--- src/rtl/perfmon_pkg.sv ---
// Shared types and constants for the pipeline performance monitor.
package perfmon_pkg;

  typedef enum logic [1:0] {
    ST_IDLE   = 2'd0,
    ST_RUN    = 2'd1,
    ST_FROZEN = 2'd2
  } perfStateT;

  localparam logic MODE_CUMUL    = 1'b0;
  localparam logic MODE_INTERVAL = 1'b1;

  // Read-select value that addresses the free-running cycle counter.
  localparam int SEL_CYCLES = 0;

endpackage

--- src/rtl/perf_counter_ch.sv ---
// One event counter with its window snapshot and sticky overflow flag.
// Build option PERFMON_SATURATE_EN: saturate at all-ones instead of wrapping.
module perf_counter_ch #(
  parameter int CNT_W = 32
) (
  input  logic             Clk,
  input  logic             Rst,
  input  logic             en,
  input  logic             inc,
  input  logic             clr,
  input  logic             restart,
  input  logic             snap,
  output logic [CNT_W-1:0] count,
  output logic [CNT_W-1:0] snapVal,
  output logic             ovf
);

  logic             step;
  logic             atMax;
  logic [CNT_W-1:0] nextCount;

  assign step  = en && inc;
  assign atMax = &count;

  always_comb begin
    // NOTE: default assigned before any branch so no path leaves nextCount unassigned (no latch).
    nextCount = count;
    if (step) begin
`ifdef PERFMON_SATURATE_EN
      if (!atMax) nextCount = count + CNT_W'(1);
`else
      nextCount = count + CNT_W'(1);
`endif
    end
  end

  // The snapshot captures nextCount so the boundary cycle's own increment is included.
  always_ff @(posedge Clk) begin
    // NOTE: snapshots are plain flops rather than a RAM, so they are reset like any other state.
    if (Rst || clr) begin
      count   <= '0;
      snapVal <= '0;
      ovf     <= 1'b0;
    end else begin
      // NOTE: non-blocking assignments so every flop samples the pre-edge values.
      if (snap) snapVal <= nextCount;
      count <= restart ? '0 : nextCount;
      if (step && atMax) ovf <= 1'b1;
    end
  end

endmodule

--- src/rtl/pipeline_perf_monitor.sv ---
// Multi-channel cycle/event monitor with windowed snapshots and a registered read port.
// Build option PERFMON_SATURATE_EN selects saturating counters (see perf_counter_ch).
module pipeline_perf_monitor
  import perfmon_pkg::*;
#(
  parameter int NUM_CH = 4,
  parameter int CNT_W  = 32,
  parameter int WINDOW = 1000
) (
  input  logic                         Clk,
  input  logic                         Rst,
  input  logic                         Start,
  input  logic                         Stop,
  input  logic                         Clear,
  input  logic                         Mode,
  input  logic [NUM_CH-1:0]            Events,
  input  logic [$clog2(NUM_CH+1)-1:0]  RdSel,
  input  logic                         RdSnap,
  output logic [CNT_W-1:0]             RdData,
  output logic                         WindowTick,
  output logic                         Running,
  output logic [NUM_CH:0]              Overflow
);

  localparam int WIN_W = $clog2(WINDOW);
  localparam int SEL_W = $clog2(NUM_CH+1);

  perfStateT        state, nextState;
  logic             running;
  logic             boundary;
  logic             restart;
  logic             modeLat;
  logic [WIN_W-1:0] winCnt;
  logic [CNT_W-1:0] cntVal  [NUM_CH+1];
  logic [CNT_W-1:0] snapVal [NUM_CH+1];
  logic [CNT_W-1:0] rdNext;

  always_ff @(posedge Clk) begin
    if (Rst) state <= ST_IDLE;
    else     state <= nextState;
  end

  // Stop outranks Start; Clear only zeroes data and never moves the FSM.
  always_comb begin
    nextState = state;
    case (state)
      ST_IDLE:   if (Start && !Stop) nextState = ST_RUN;
      ST_RUN:    if (Stop)           nextState = ST_FROZEN;
      ST_FROZEN: if (Start && !Stop) nextState = ST_RUN;
      default:                       nextState = ST_IDLE;
    endcase
  end

  assign running  = (state == ST_RUN);
  assign Running  = running;
  assign boundary = running && !Clear && (winCnt == WIN_W'(WINDOW - 1));
  assign restart  = boundary && (modeLat == MODE_INTERVAL);

  always_ff @(posedge Clk) begin
    if (Rst || Clear)  winCnt <= '0;
    else if (boundary) winCnt <= '0;
    else if (running)  winCnt <= winCnt + WIN_W'(1);
  end

  // Mode is only sampled at a boundary or Clear so a window never mixes both behaviours.
  always_ff @(posedge Clk) begin
    if (Rst)                    modeLat <= MODE_CUMUL;
    else if (Clear || boundary) modeLat <= Mode;
  end

  always_ff @(posedge Clk) begin
    if (Rst) WindowTick <= 1'b0;
    else     WindowTick <= boundary;
  end

  for (genvar i = 0; i <= NUM_CH; i++) begin : gCh
    logic incBit;
    if (i == SEL_CYCLES) begin : gCyc
      assign incBit = 1'b1;
    end else begin : gEvt
      assign incBit = Events[i-1];
    end

    perf_counter_ch #(.CNT_W(CNT_W)) uCnt (
      .Clk     (Clk),
      .Rst     (Rst),
      .en      (running),
      .inc     (incBit),
      .clr     (Clear),
      .restart (restart),
      .snap    (boundary),
      .count   (cntVal[i]),
      .snapVal (snapVal[i]),
      .ovf     (Overflow[i])
    );
  end

  // Unmatched selects (above NUM_CH) fall through to zero.
  always_comb begin
    rdNext = '0;
    for (int i = 0; i <= NUM_CH; i++) begin
      if (RdSel == SEL_W'(i)) rdNext = RdSnap ? snapVal[i] : cntVal[i];
    end
  end

  always_ff @(posedge Clk) begin
    if (Rst) RdData <= '0;
    else     RdData <= rdNext;
  end

endmodule

--- config.mk ---
export PLATFORM = sky130hd
export DESIGN_NAME = pipeline_perf_monitor
export DESIGN_NICKNAME = d
export VERILOG_FILES = /design/src/rtl/perfmon_pkg.sv /design/src/rtl/perf_counter_ch.sv /design/src/rtl/pipeline_perf_monitor.sv
export SDC_FILE = /design/constraint.sdc
export NUM_CORES = 1
export LEC_CHECK = 0
export ABC_CLOCK_PERIOD_IN_PS = 4300
export CAP_MARGIN = 20
export CORE_MARGIN = 2
export CORE_UTILIZATION = 66
export DETAILED_ROUTE_END_ITERATION = 10
export GPL_TIMING_DRIVEN = 1
export PLACE_DENSITY_LB_ADDON = 0.15
export SYNTH_ARGS = -nofsm -noshare
export SYNTH_HDL_FRONTEND = slang
export SYNTH_SLANG_ARGS = --single-unit
--- constraint.sdc ---
create_clock -name Clk -period 4.3 [get_ports Clk]
set_input_delay 1.29 -clock Clk [delete_from_list [all_inputs] [get_ports Clk]]
set_output_delay 1.29 -clock Clk [all_outputs]
set_load 0.03 [all_outputs]
==> key figures, run 1 <==
Yosys
  – Synth Flop Type: dfxtp_1
  – Yosys top cell area share: 45.0%
  – Async SR Flop Fraction: 0%
  – Post-synth EDFFs: 0
  – Net Count, Synth: 1,871
  – #FFs+latches synth: about 370
  – Yosys cell types: 45
  – Mapped Area: between 0.015 and 0.02 sq mm
  – YS warnings: 0
  – Sequential fraction of the synthesis area: a little under half
  – Largest area contributor in the netlist: dfxtp_1
  – Syn Inst Count: about 1,900
  – Mean Syn Cell Area: 8.91 sq um
  – Top cells by area, synth: dfxtp_1, mux2i_1, nor2_1, o21ai_2, nand2_1

Worst setup path
  – Critical Setup Path Class: flip-flop to primary output
  – Buffer and inverter count on the worst path: 1
  – Req. time, crit path: 3.01 ns
  – Worst-path cell chain: nor2b_1 -> clkdlybuf4s50_1
  – Slowest stage cell, crit path: dfxtp_1
  – Crit path max-delay family: flip-flops
  – Startpoint Class: flip-flop
  – Critical Path End Type: primary output
  – Critical path peak fanout: 14
  – Critical path arrival: ~2.1 ns
  – Max incr delay on CP: about 0.77 ns

Pwr
  – Peak supply drop: approximately 0.34 mV
  – Sequential share of power: 50.1%
  – Pint: 5370 uW
  – Final Power: ~7000 uW
  – Sw power: ~1500 uW
  – Pwr dens: around 380 mW/mm^2
  – Comb pwr share: 3.5%
  – Sw frac: ~22%
  – Clk network pwr share: between 40% and 50%
  – Static leakage: roughly 0.0064 uW

Route
  – Drt drc: 0
  – First-pass DRT Iterations: 5
  – DR vias/cell: between 6 and 7
  – WL/cell: around 20 um
  – Antenna viol nets, final: 0
  – Vias after detailed routing: roughly 14,000
  – Detailed Route Iter0 Violations: between 1,000 and 1,500
  – DRT Wirelength: between 40,000 and 50,000 um

Placement
  – Routability cong.: roughly 0.94
  – Dpl cell area: 0.0171 sq mm
  – PortBufs: 52
  – Dpl hpwl: roughly 29,000 um
  – Dpl cells: between 2,000 and 2,500

Clock tree
  – Reg clk slew, reported paths: approximately 0.06 ns
  – Post-cts sizing count: 0
  – Postcts setup bufs: 0
  – Clock Root Buffer: clkbuf_16
  – Max clock buf depth: 3
  – Worst skew pair latency: between 0.5 and 0.6 ns
  – H-tree depth: 2
  – Hold_buf cts: 0
  – Clock sink count: roughly 370
  – Cts bufs inserted: 39
  – CTS tree: built

Cells and area
  – Final nets: ~1,900
  – Area grow syn2layout: 11.2%
  – Register area: about 0.0074 sq mm
  – Multi-input logic area: around 0.0085 sq mm
  – Layout cell share with drive strength beyond 1: 9.87%
  – Finished Layout Cells: 2,198
  – Fill cells: about 1,800
  – Post-route cell area: approximately 0.018 sq mm
  – ANT cells: 0

GRT
  – GR Util All Layers: approximately 33%
  – First-pass GRT wire length: approximately 70,000 um
  – Vias in the first global route: between 10,000 and 15,000
  – Grt total ovfl: 0
  – Initial antenna violation count: 0
  – Pin count of the biggest net entering global routing: approximately 160

Floorplan
  – Io pins: 53
  – Die area: 0.0263 sq mm
  – Core area: ~0.024 sq mm
  – Die height: 162 um
  – Row Count: 57
  – Die width: roughly 160 um
  – Starting Density: between 60% and 70%

Timing
  – Ratio of final minimum period to clock period: around four fifths
  – Fmax: roughly 0.30 GHz
  – RSZ-0062 raised after global routing: no
  – Final hold vios: 0
  – Post-layout min period: between 3 and 4 ns
  – Setup Skew: approximately 0.018 ns
  – Fin. max-slew vios: 0
  – Slew margin rel.: between 20% and 30%
  – Setup TNS: 0 ns
  – Setup Viol. Count Final: 0
  – Worst-Margin Slew: ~1.1 ns

Run status
  – Status: complete, no violations

Worst hold path
  – Min-Delay Path Class: flip-flop to flip-flop

Flow run
  – Max_cap viols: 0
[worst register-to-register path: cells and delay by family, from the launching register on]
kind | cells | cell delay (ns)
DFF | 1 | 0.77
buffers and inverters | 1 | 0.61
AOI/OAI and AO/OA | 1 | 0.54
and+or+nand+nor | 2 | 0.42
[area by class of cell]
class                      count  area share [%]
clock buffer                  59            6.29
clock inverter                10           0.273
inverter                      17           0.348
multi-input combinational   1342            46.1
sequential                   371            40.5
tap                          324            2.21
timing repair buffer          75            4.25
[synthesized netlist by cell type (3+ instances only)]
| cell | instances |
|---|---|
| inv_1 | 17 |
| nor4_1 | 16 |
| buf_2 | 24 |
| buf_4 | 5 |
| nor2_1 | 257 |
| nor2b_1 | 9 |
| o22ai_1 | 55 |
| nand2_1 | 207 |
| or3_1 | 3 |
| and2_1 | 9 |
| and3b_1 | 3 |
| a211oi_1 | 14 |
| buf_6 | 10 |
| a21oi_1 | 11 |
| xor2_1 | 88 |
| dfxtp_1 | 371 |
| a31oi_1 | 5 |
| and4b_1 | 4 |
| nand3_1 | 55 |
| o21ai_0 | 87 |
| clkbuf_1 | 80 |
| ha_1 | 6 |
| nand4_1 | 63 |
| nand4b_1 | 6 |
| or2_2 | 4 |
| nor3_1 | 48 |
| and4_1 | 27 |
| mux2i_1 | 156 |
| o21ai_2 | 89 |
| xnor2_1 | 75 |
| and3_1 | 29 |
[sequential cells by signal (all words and copies together), names as in the netlist]
| name | cells |
|---|---|
| gCh.uCnt.snapVal | 160 |
| gCh.uCnt.count | 160 |
| WindowTick | 1 |
| gCh.uCnt.ovf | 5 |
| state | 2 |
| modeLat | 1 |
| winCnt | 10 |
| RdData | 32 |
[cell usage in the layout (no fill, tap or decap), drive strengths merged, types with 51 or more instances in the layout]
cell,Yosys,layout
dfxtp,371,371
nand3,55,55
xnor2,75,75
nand2,207,207
o22ai,55,55
clkdlybuf4s50,0,51
o21ai,176,176
clkbuf,80,62
nor2,257,257
mux2i,156,156
xor2,88,88
nand4,63,63
[cells by family (layout without fill, tap and decap cells)]
logic type | Yosys count | count (layout) | share of synthesized area (%)
compound gates | 264 | 264 | 10.8
buf+inv | 138 | 161 | 3.89
flops | 371 | 371 | 45.0
fa+ha+maj | 6 | 6 | 0.455
mux | 158 | 158 | 9.74
simple gates | 751 | 751 | 21.5
xor+xnor | 163 | 163 | 8.65
[through the flow]
stage | worst slack, ns | utilization [%] | hold WS, ns
after detailed placement | 0.649 | 69.9 | 0.439
final | 0.938 | 75.0 | 0.450
after CTS | 0.940 | 74.9 | 0.453
after global placement | 0.710 | 69.9 | 0.432
after global routing | 0.886 | 75.0 | 0.466
after floorplan | 1.37 | - | 0.420
[power by group through the flow]
stage | logic [uW] | clock network, uW | registers, uW
finish | 244 | 3190 | 3450
global route | 253 | 3360 | 3450
CTS | 240 | 3210 | 3450
detailed placement | 239 | 0 | 3530
global placement | 238 | 0 | 3530
floorplan | 155 | 0 | 3530
[routing by layer]
| metal | global-route usage, % | vias up | routed length (um) | share of wire [%] |
|---|---|---|---|---|
| met1 | 44.7 | 6502 | 18500 | 42 |
| li1 | - | 6410 | - | - |
| met3 | 4.47 | 133 | 2770 | 6.3 |
| met4 | 14.4 | 0 | 2000 | 4.6 |
| met5 | 0 | - | 0 | 0 |
| met2 | 54.3 | 508 | 20500 | 47 |
[path summary, 6_finish.rpt]
kind                                              from                              endpoint  slack [ns]  cells past startpoint
hold / removal    gCh[4].uCnt.snapVal[31]$_SDFFE_PP0P_  gCh[4].uCnt.snapVal[31]$_SDFFE_PP0P_        0.45                      2
setup / recovery                 state[1]$_SDFFE_PP0P_                               Running        0.94                      2
setup reg to reg                 state[1]$_SDFFE_PP0P_  gCh[2].uCnt.snapVal[11]$_SDFFE_PP0P_        1.79                      4
hold reg to reg   gCh[4].uCnt.snapVal[31]$_SDFFE_PP0P_  gCh[4].uCnt.snapVal[31]$_SDFFE_PP0P_        0.45                      2
(Power assumes the default switching activity.)
==> run 2: changes to the inputs <==
ABC_CLOCK_PERIOD_IN_PS = 2870   (was 4300)
CORE_UTILIZATION = 55   (was 66)
clock period = 2.87 ns   (was 4.3 ns; I/O delays follow)
==> key figures, run 2 (synthesis gave the netlist of run 1 again) <==
Run status
  – Status: complete, no violations

Route
  – Detailed Route Iter0 Violations: 1,049 (-26%)
  – DRT Wirelength: 44,300 um (+1.3%)
  – DR vias/cell: 5.73 (-7.0%)
  – First-pass DRT Iterations: 5 (unchanged)
  – Vias after detailed routing: 13,391 (-1.2%)
  – Drt drc: 0 (unchanged)
  – Antenna viol nets, final: 0 (unchanged)
  – WL/cell: 19.0 um (-4.6%)

Clock tree
  – Postcts setup bufs: 0 (unchanged)
  – Worst skew pair latency: 0.53 ns (about the same)
  – Hold_buf cts: 0 (unchanged)
  – Clock Root Buffer: clkbuf_16
  – Clock sink count: 371 (unchanged)
  – Cts bufs inserted: 40 (+2.6%)
  – Max clock buf depth: 3 (unchanged)
  – CTS tree: built
  – H-tree depth: 2 (unchanged)
  – Post-cts sizing count: 0 (unchanged)
  – Reg clk slew, reported paths: 0.06 ns (about the same)

GRT
  – Grt total ovfl: 0 (unchanged)
  – GR Util All Layers: 28.2% (-5.1 points)
  – Vias in the first global route: 12,891 (+0.23%)
  – First-pass GRT wire length: 69,400 um (-0.67%)
  – Initial antenna violation count: 0 (unchanged)
  – Pin count of the biggest net entering global routing: 59 (-63%)

Pwr
  – Static leakage: 0.00689 uW (+7.9%)
  – Pwr dens: 570 mW/mm^2 (+52%)
  – Peak supply drop: 0.439 mV (+29%)

Cells and area
  – ANT cells: 0 (unchanged)
  – Fill cells: 2,460 (+37%)
  – Area grow syn2layout: 17.0%
  – Most common cell after layout, fill and taps aside: dfxtp_1
  – Post-layout util: 65.3% (-9.7 points)
  – Commonest cells after routing, fill and taps aside: dfxtp_1, nor2_1, nand2_1
  – Biggest regs: gCh.uCnt.count: 160 flops, gCh.uCnt.snapVal: 160 flops, RdData: 32 flops
  – Layout cell share with drive strength beyond 1: 13.2% (+3.3 points)
  – Post-route cell area: 0.0193 sq mm (+5.3%)
  – Final nets: 1,935 (+3.7%)

Worst setup path
  – R2R Path End: gCh[2].uCnt.snapVal[27]$_SDFFE_PP0P_
  – Max incr delay on CP: 0.54 ns (-0.23 ns)
  – Buffer and inverter count on the worst path: 2 (+1)
  – Critical Setup Path Class: flip-flop to primary output
  – Worst-path cell chain: buf_4 -> nor2b_1 -> buf_4
  – R2R depth: 6 (+2)
  – Critical path arrival: 1.72 ns (-0.35 ns)
  – Critical path peak fanout: 9 (-5)
  – Critical Path End Type: primary output
  – Internal reg-to-reg setup slack: 0.72 ns (-1.07 ns)
  – Startpoint Class: flip-flop
  – Worst r2r src: state[0]$_SDFFE_PP0P_
  – Slowest stage cell, crit path: dfxtp_1
  – Req. time, crit path: 2.01 ns (-1.00 ns)
  – Crit-path most repeated cell: buf_4
  – Crit path max-delay family: flip-flops

Timing
  – Setup Skew: 0.0138 ns (-0.00373 ns)
  – RSZ-0062 raised after global routing: no
  – Fin. max-slew vios: 0 (unchanged)
  – Fmax: roughly 0.39 GHz
  – Setup TNS: 0 ns (unchanged)
  – Setup Viol. Count Final: 0 (unchanged)
  – Hold slack: 0.451 ns (+0.00107 ns)
  – Worst-Margin Slew: 0.571 ns (-0.546 ns)
  – Post-layout min period: ~2.6 ns
  – Slew margin rel.: 61.8% (+36 points)
  – Final hold vios: 0 (unchanged)
  – Ratio of final minimum period to clock period: about nine tenths

Floorplan
  – Row Count: 63 (+11%)
  – Io pins: 53 (unchanged)
  – Starting Density: 55.8% (-12 points)
  – Die width: 177 um (+9.3%)
  – Die area: 0.0314 sq mm (+19%)
  – Die height: 177 um (+9.3%)
  – Core area: 0.0296 sq mm (+21%)

Flow run
  – Max_cap viols: 0 (unchanged)

Placement
  – Dpl cell area: 0.0179 sq mm (+4.8%)
  – Routability cong.: 0.908 (-3.2%)
  – PortBufs: 52 (unchanged)
  – Dpl hpwl: 31,400 um (+8.0%)

Worst hold path
  – Min-Delay Path Class: flip-flop to flip-flop
  – Worst hold stages: 2 (unchanged)
  – Hold EP: gCh[3].uCnt.snapVal[6]$_SDFFE_PP0P_
  – HP Start: gCh[3].uCnt.snapVal[6]$_SDFFE_PP0P_
run 2: layer usage:
layer	GRT usage, %	part of all wire (%)	vias to the layer above	wire length (um)
met2	47.8	48	351	21300
met3	4.06	5.2	91	2310
met4	10.9	3.9	0	1710
li1	-	-	6559	-
met1	36.4	43	6390	18900
met5	0	0	-	0
run 2: how the worst max path moves through the flow:
stage | cells past startpoint | slack (ns) | from | endpoint
3_3_place_gp | 5 | -0.08 | Clear | gCh[4].uCnt.snapVal[25]$_SDFFE_PP0P_
2_1_floorplan | 8 | 0.37 | Rst | gCh[0].uCnt.snapVal[1]$_SDFFE_PP0P_
4_1_cts | 3 | 0.27 | state[0]$_SDFFE_PP0P_ | Running
6_report | 3 | 0.29 | state[0]$_SDFFE_PP0P_ | Running
3_5_place_dp | 5 | -0.14 | Clear | gCh[4].uCnt.snapVal[28]$_SDFFE_PP0P_
5_1_grt | 3 | 0.23 | state[0]$_SDFFE_PP0P_ | Running
run 2: tightest hold or removal path: cells and delay by family (launching register included):
kind,cells,cell delay (ns)
simple gates,1,0.04
compound gates,1,0.05
flops,1,0.32
run 2: cell type report:
| class | instances | area [sq um] | area share [%] |
|---|---|---|---|
| timing repair buffer | 143 | 1490 | 7.73 |
| clock inverter | 14 | 228 | 1.18 |
| multi-input combinational | 1342 | 8450 | 43.8 |
| sequential | 371 | 7430 | 38.5 |
| clock buffer | 58 | 1150 | 5.96 |
| inverter | 17 | 63.8 | 0.331 |
| tap | 390 | 488 | 2.53 |
run 2: metrics by stage:
stage / setup WS [ns] / instances / power (uW)
final: 0.286 / 2335 / 11000
after global routing: 0.227 / 2335 / 11300
after CTS: 0.269 / 2335 / 11000
after detailed placement: -0.143 / 2263 / 5700
after global placement: -0.0826 / 2263 / 5700
after floorplan: 0.366 / 1851 / 5520
run 2: power breakdown:
group          internal (uW)  switching [uW]
Clock                   3320            2080
Sequential              5160            6.84
Combinational            163             268
==> run 3: changes to the inputs <==
CORE_MARGIN = 5   (was 2)
==> key figures, run 3 (synthesis gave the netlist of run 1 again) <==
Timing
  – Setup Viol. Count Final: 0 (unchanged)
  – Post-layout min period: 2.65 ns (+0.0665 ns)
  – Setup Skew: 0.0128 ns (-0.00108 ns)
  – Hold slack: 0.451 ns (-0.000604 ns)
  – Worst-Margin Slew: 0.902 ns (+0.331 ns)
  – Fin. max-slew vios: 0 (unchanged)
  – Slew margin rel.: 39.8% (-22 points)
  – Fmax: 0.377 GHz (-2.5%)
  – Ratio of final minimum period to clock period: 92.4% (+2.3 points)
  – Final hold vios: 0 (unchanged)
  – Setup TNS: 0 ns (unchanged)
  – RSZ-0062 raised after global routing: no

Placement
  – PortBufs: 52 (unchanged)
  – Dpl hpwl: 31,700 um (+0.79%)
  – Routability cong.: 0.896 (-1.3%)
  – Dpl cell area: 0.0179 sq mm (about the same)
  – Dpl cells: 2,272 (+0.40%)

Floorplan
  – Die height: 183 um (+3.4%)
  – Io pins: 53 (unchanged)
  – Row Count: 63 (unchanged)
  – Core area: 0.0296 sq mm (+0.27%)
  – Die area: 0.0336 sq mm (+6.9%)
  – Starting Density: 55.7% (-0.15 points)
  – Die width: 183 um (+3.4%)

Route
  – Detailed Route Iter0 Violations: 932 (-11%)
  – Vias after detailed routing: 13,621 (+1.7%)
  – First-pass DRT Iterations: 5 (unchanged)
  – Drt drc: 0 (unchanged)
  – WL/cell: 18.9 um (-0.49%)
  – DR vias/cell: 5.82 (+1.4%)
  – Antenna viol nets, final: 0 (unchanged)
  – DRT Wirelength: 44,200 um (-0.19%)

Worst setup path
  – Worst-path cell chain: buf_4 -> nor2b_1 -> buf_4
  – Max incr delay on CP: 0.60 ns (+0.06 ns)
  – Worst r2r src: state[0]$_SDFFE_PP0P_
  – Internal reg-to-reg setup slack: 0.68 ns (-0.04 ns)
  – Slowest stage cell, crit path: dfxtp_1
  – R2R depth: 6 (unchanged)
  – R2R Path End: gCh[2].uCnt.snapVal[29]$_SDFFE_PP0P_
  – Critical Setup Path Class: flip-flop to primary output
  – Startpoint Class: flip-flop
  – Crit-path most repeated cell: buf_4
  – Critical path arrival: 1.79 ns (+0.07 ns)
  – Req. time, crit path: 2.01 ns (about the same)
  – Critical Path End Type: primary output
  – Critical path peak fanout: 9 (unchanged)

Pwr
  – Clk network pwr share: 47.7% (-1.4 points)
  – Sw frac: 21.4% (about the same)
  – Pint: 8420 uW (-2.5%)
  – Peak supply drop: 0.479 mV (+9.1%)
  – Comb pwr share: 4.1% (+0.2 points)
  – Pwr dens: 557 mW/mm^2 (-2.3%)
  – Static leakage: 0.00687 uW (-0.29%)
  – Sequential share of power: 48.2% (+1.2 points)
  – Sw power: 2290 uW (-2.6%)

Flow run
  – Max_cap viols: 0 (unchanged)

Clock tree
  – Hold_buf cts: 0 (unchanged)
  – Reg clk slew, reported paths: 0.06 ns (about the same)
  – Cts bufs inserted: 40 (unchanged)
  – Clock Root Buffer: clkbuf_16
  – H-tree depth: 2 (unchanged)
  – Max clock buf depth: 3 (unchanged)
  – CTS tree: built
  – Worst skew pair latency: 0.52 ns (about the same)
  – Post-cts sizing count: 0 (unchanged)
  – Clock sink count: 371 (unchanged)
  – Postcts setup bufs: 0 (unchanged)

Cells and area
  – Layout cell share with drive strength beyond 1: 13.6% (+0.36 points)
  – Finished Layout Cells: 2,342 (+0.30%)
  – Fill cells: 2,517 (+2.3%)
  – Post-route cell area: 0.0192 sq mm (-0.30%)
  – Most common cell after layout, fill and taps aside: dfxtp_1
  – Final nets: 1,944 (+0.47%)
  – ANT cells: 0 (unchanged)
  – Commonest cells after routing, fill and taps aside: dfxtp_1, nor2_1, nand2_1
  – Area grow syn2layout: 16.6%
  – Biggest regs: gCh.uCnt.count: 160 flops, gCh.uCnt.snapVal: 160 flops, RdData: 32 flops

GRT
  – GR Util All Layers: 26.2% (-2.1 points)
  – M1 GR Usage: 35.0% (-1.4 points)
  – First-pass GRT wire length: 71,100 um (+2.4%)
  – Grt peak-use layer: met2
  – Pin count of the biggest net entering global routing: 62 (+5.1%)
  – Grt met2 use: 42.2% (-5.5 points)
  – Vias in the first global route: 13,134 (+1.9%)
  – Grt total ovfl: 0 (unchanged)
  – Initial antenna violation count: 0 (unchanged)
  – M3 GR Usage: 3.73% (-0.33 points)

Worst hold path
  – HP Start: gCh[4].uCnt.snapVal[20]$_SDFFE_PP0P_
  – Hold EP: gCh[4].uCnt.snapVal[20]$_SDFFE_PP0P_
  – Worst hold stages: 2 (unchanged)
  – Min-Delay Path Class: flip-flop to flip-flop

Run status
  – Status: complete, no violations
[run 3: cell types whose count changed in the layout (fill, tap and decap cells not counted)]
cell	delta
clkbuf_8	+6
bufinv_16	-4
clkbuf_1	-1
buf_12	-5
inv_6	-2
clkinv_2	-1
buf_4	+14
[run 3: how the worst max path moves through the flow]
stage	startpoint	endpoint	slack (ns)	cells past startpoint
2_1_floorplan	Rst	gCh[0].uCnt.snapVal[1]$_SDFFE_PP0P_	0.37	8
3_3_place_gp	Clear	gCh[1].uCnt.snapVal[25]$_SDFFE_PP0P_	-0.11	7
3_5_place_dp	Clear	gCh[1].uCnt.snapVal[14]$_SDFFE_PP0P_	-0.15	7
4_1_cts	state[0]$_SDFFE_PP0P_	Running	0.23	3
5_1_grt	state[0]$_SDFFE_PP0P_	Running	0.15	3
6_report	state[0]$_SDFFE_PP0P_	Running	0.22	3
[run 3: layout make-up]
| class | instances | area [sq um] | area share [%] |
|---|---|---|---|
| multi-input combinational | 1342 | 8450 | 43.9 |
| sequential | 371 | 7430 | 38.6 |
| timing repair buffer | 152 | 1500 | 7.78 |
| clock buffer | 63 | 1230 | 6.39 |
| tap | 390 | 488 | 2.54 |
| clock inverter | 7 | 85.1 | 0.442 |
| inverter | 17 | 63.8 | 0.332 |
[run 3: power by group through the flow]
| stage | sequential (uW) | combinational, uW | clock (uW) |
|---|---|---|---|
| finish | 5160 | 434 | 5120 |
| global route | 5160 | 453 | 5420 |
| CTS | 5160 | 432 | 5200 |
| detailed placement | 5280 | 431 | 0 |
| global placement | 5280 | 429 | 0 |
| floorplan | 5280 | 233 | 0 |
[run 3: metrics by stage]
stage / total power, uW / util, % / worst slack [ns]
floorplan: 5520 / - / 0.366
global placement: 5710 / 60.5 / -0.107
detailed placement: 5710 / 60.5 / -0.150
CTS: 10800 / 64.9 / 0.231
global route: 11000 / 64.9 / 0.148
finish: 10700 / 64.9 / 0.219
[run 3: routing by layer]
metal,wire length [um],vias up
met3,1960,97
met2,20400,326
met1,19600,6612
met4,2190,0
met5,0,-
li1,-,6586
[run 3: critical path, delay by kind of cell (launching register included)]
kind                   cells  cell delay [ns]
buffers and inverters      2             0.46
flip-flops                 1             0.60
AND/OR/NAND/NOR            1             0.21
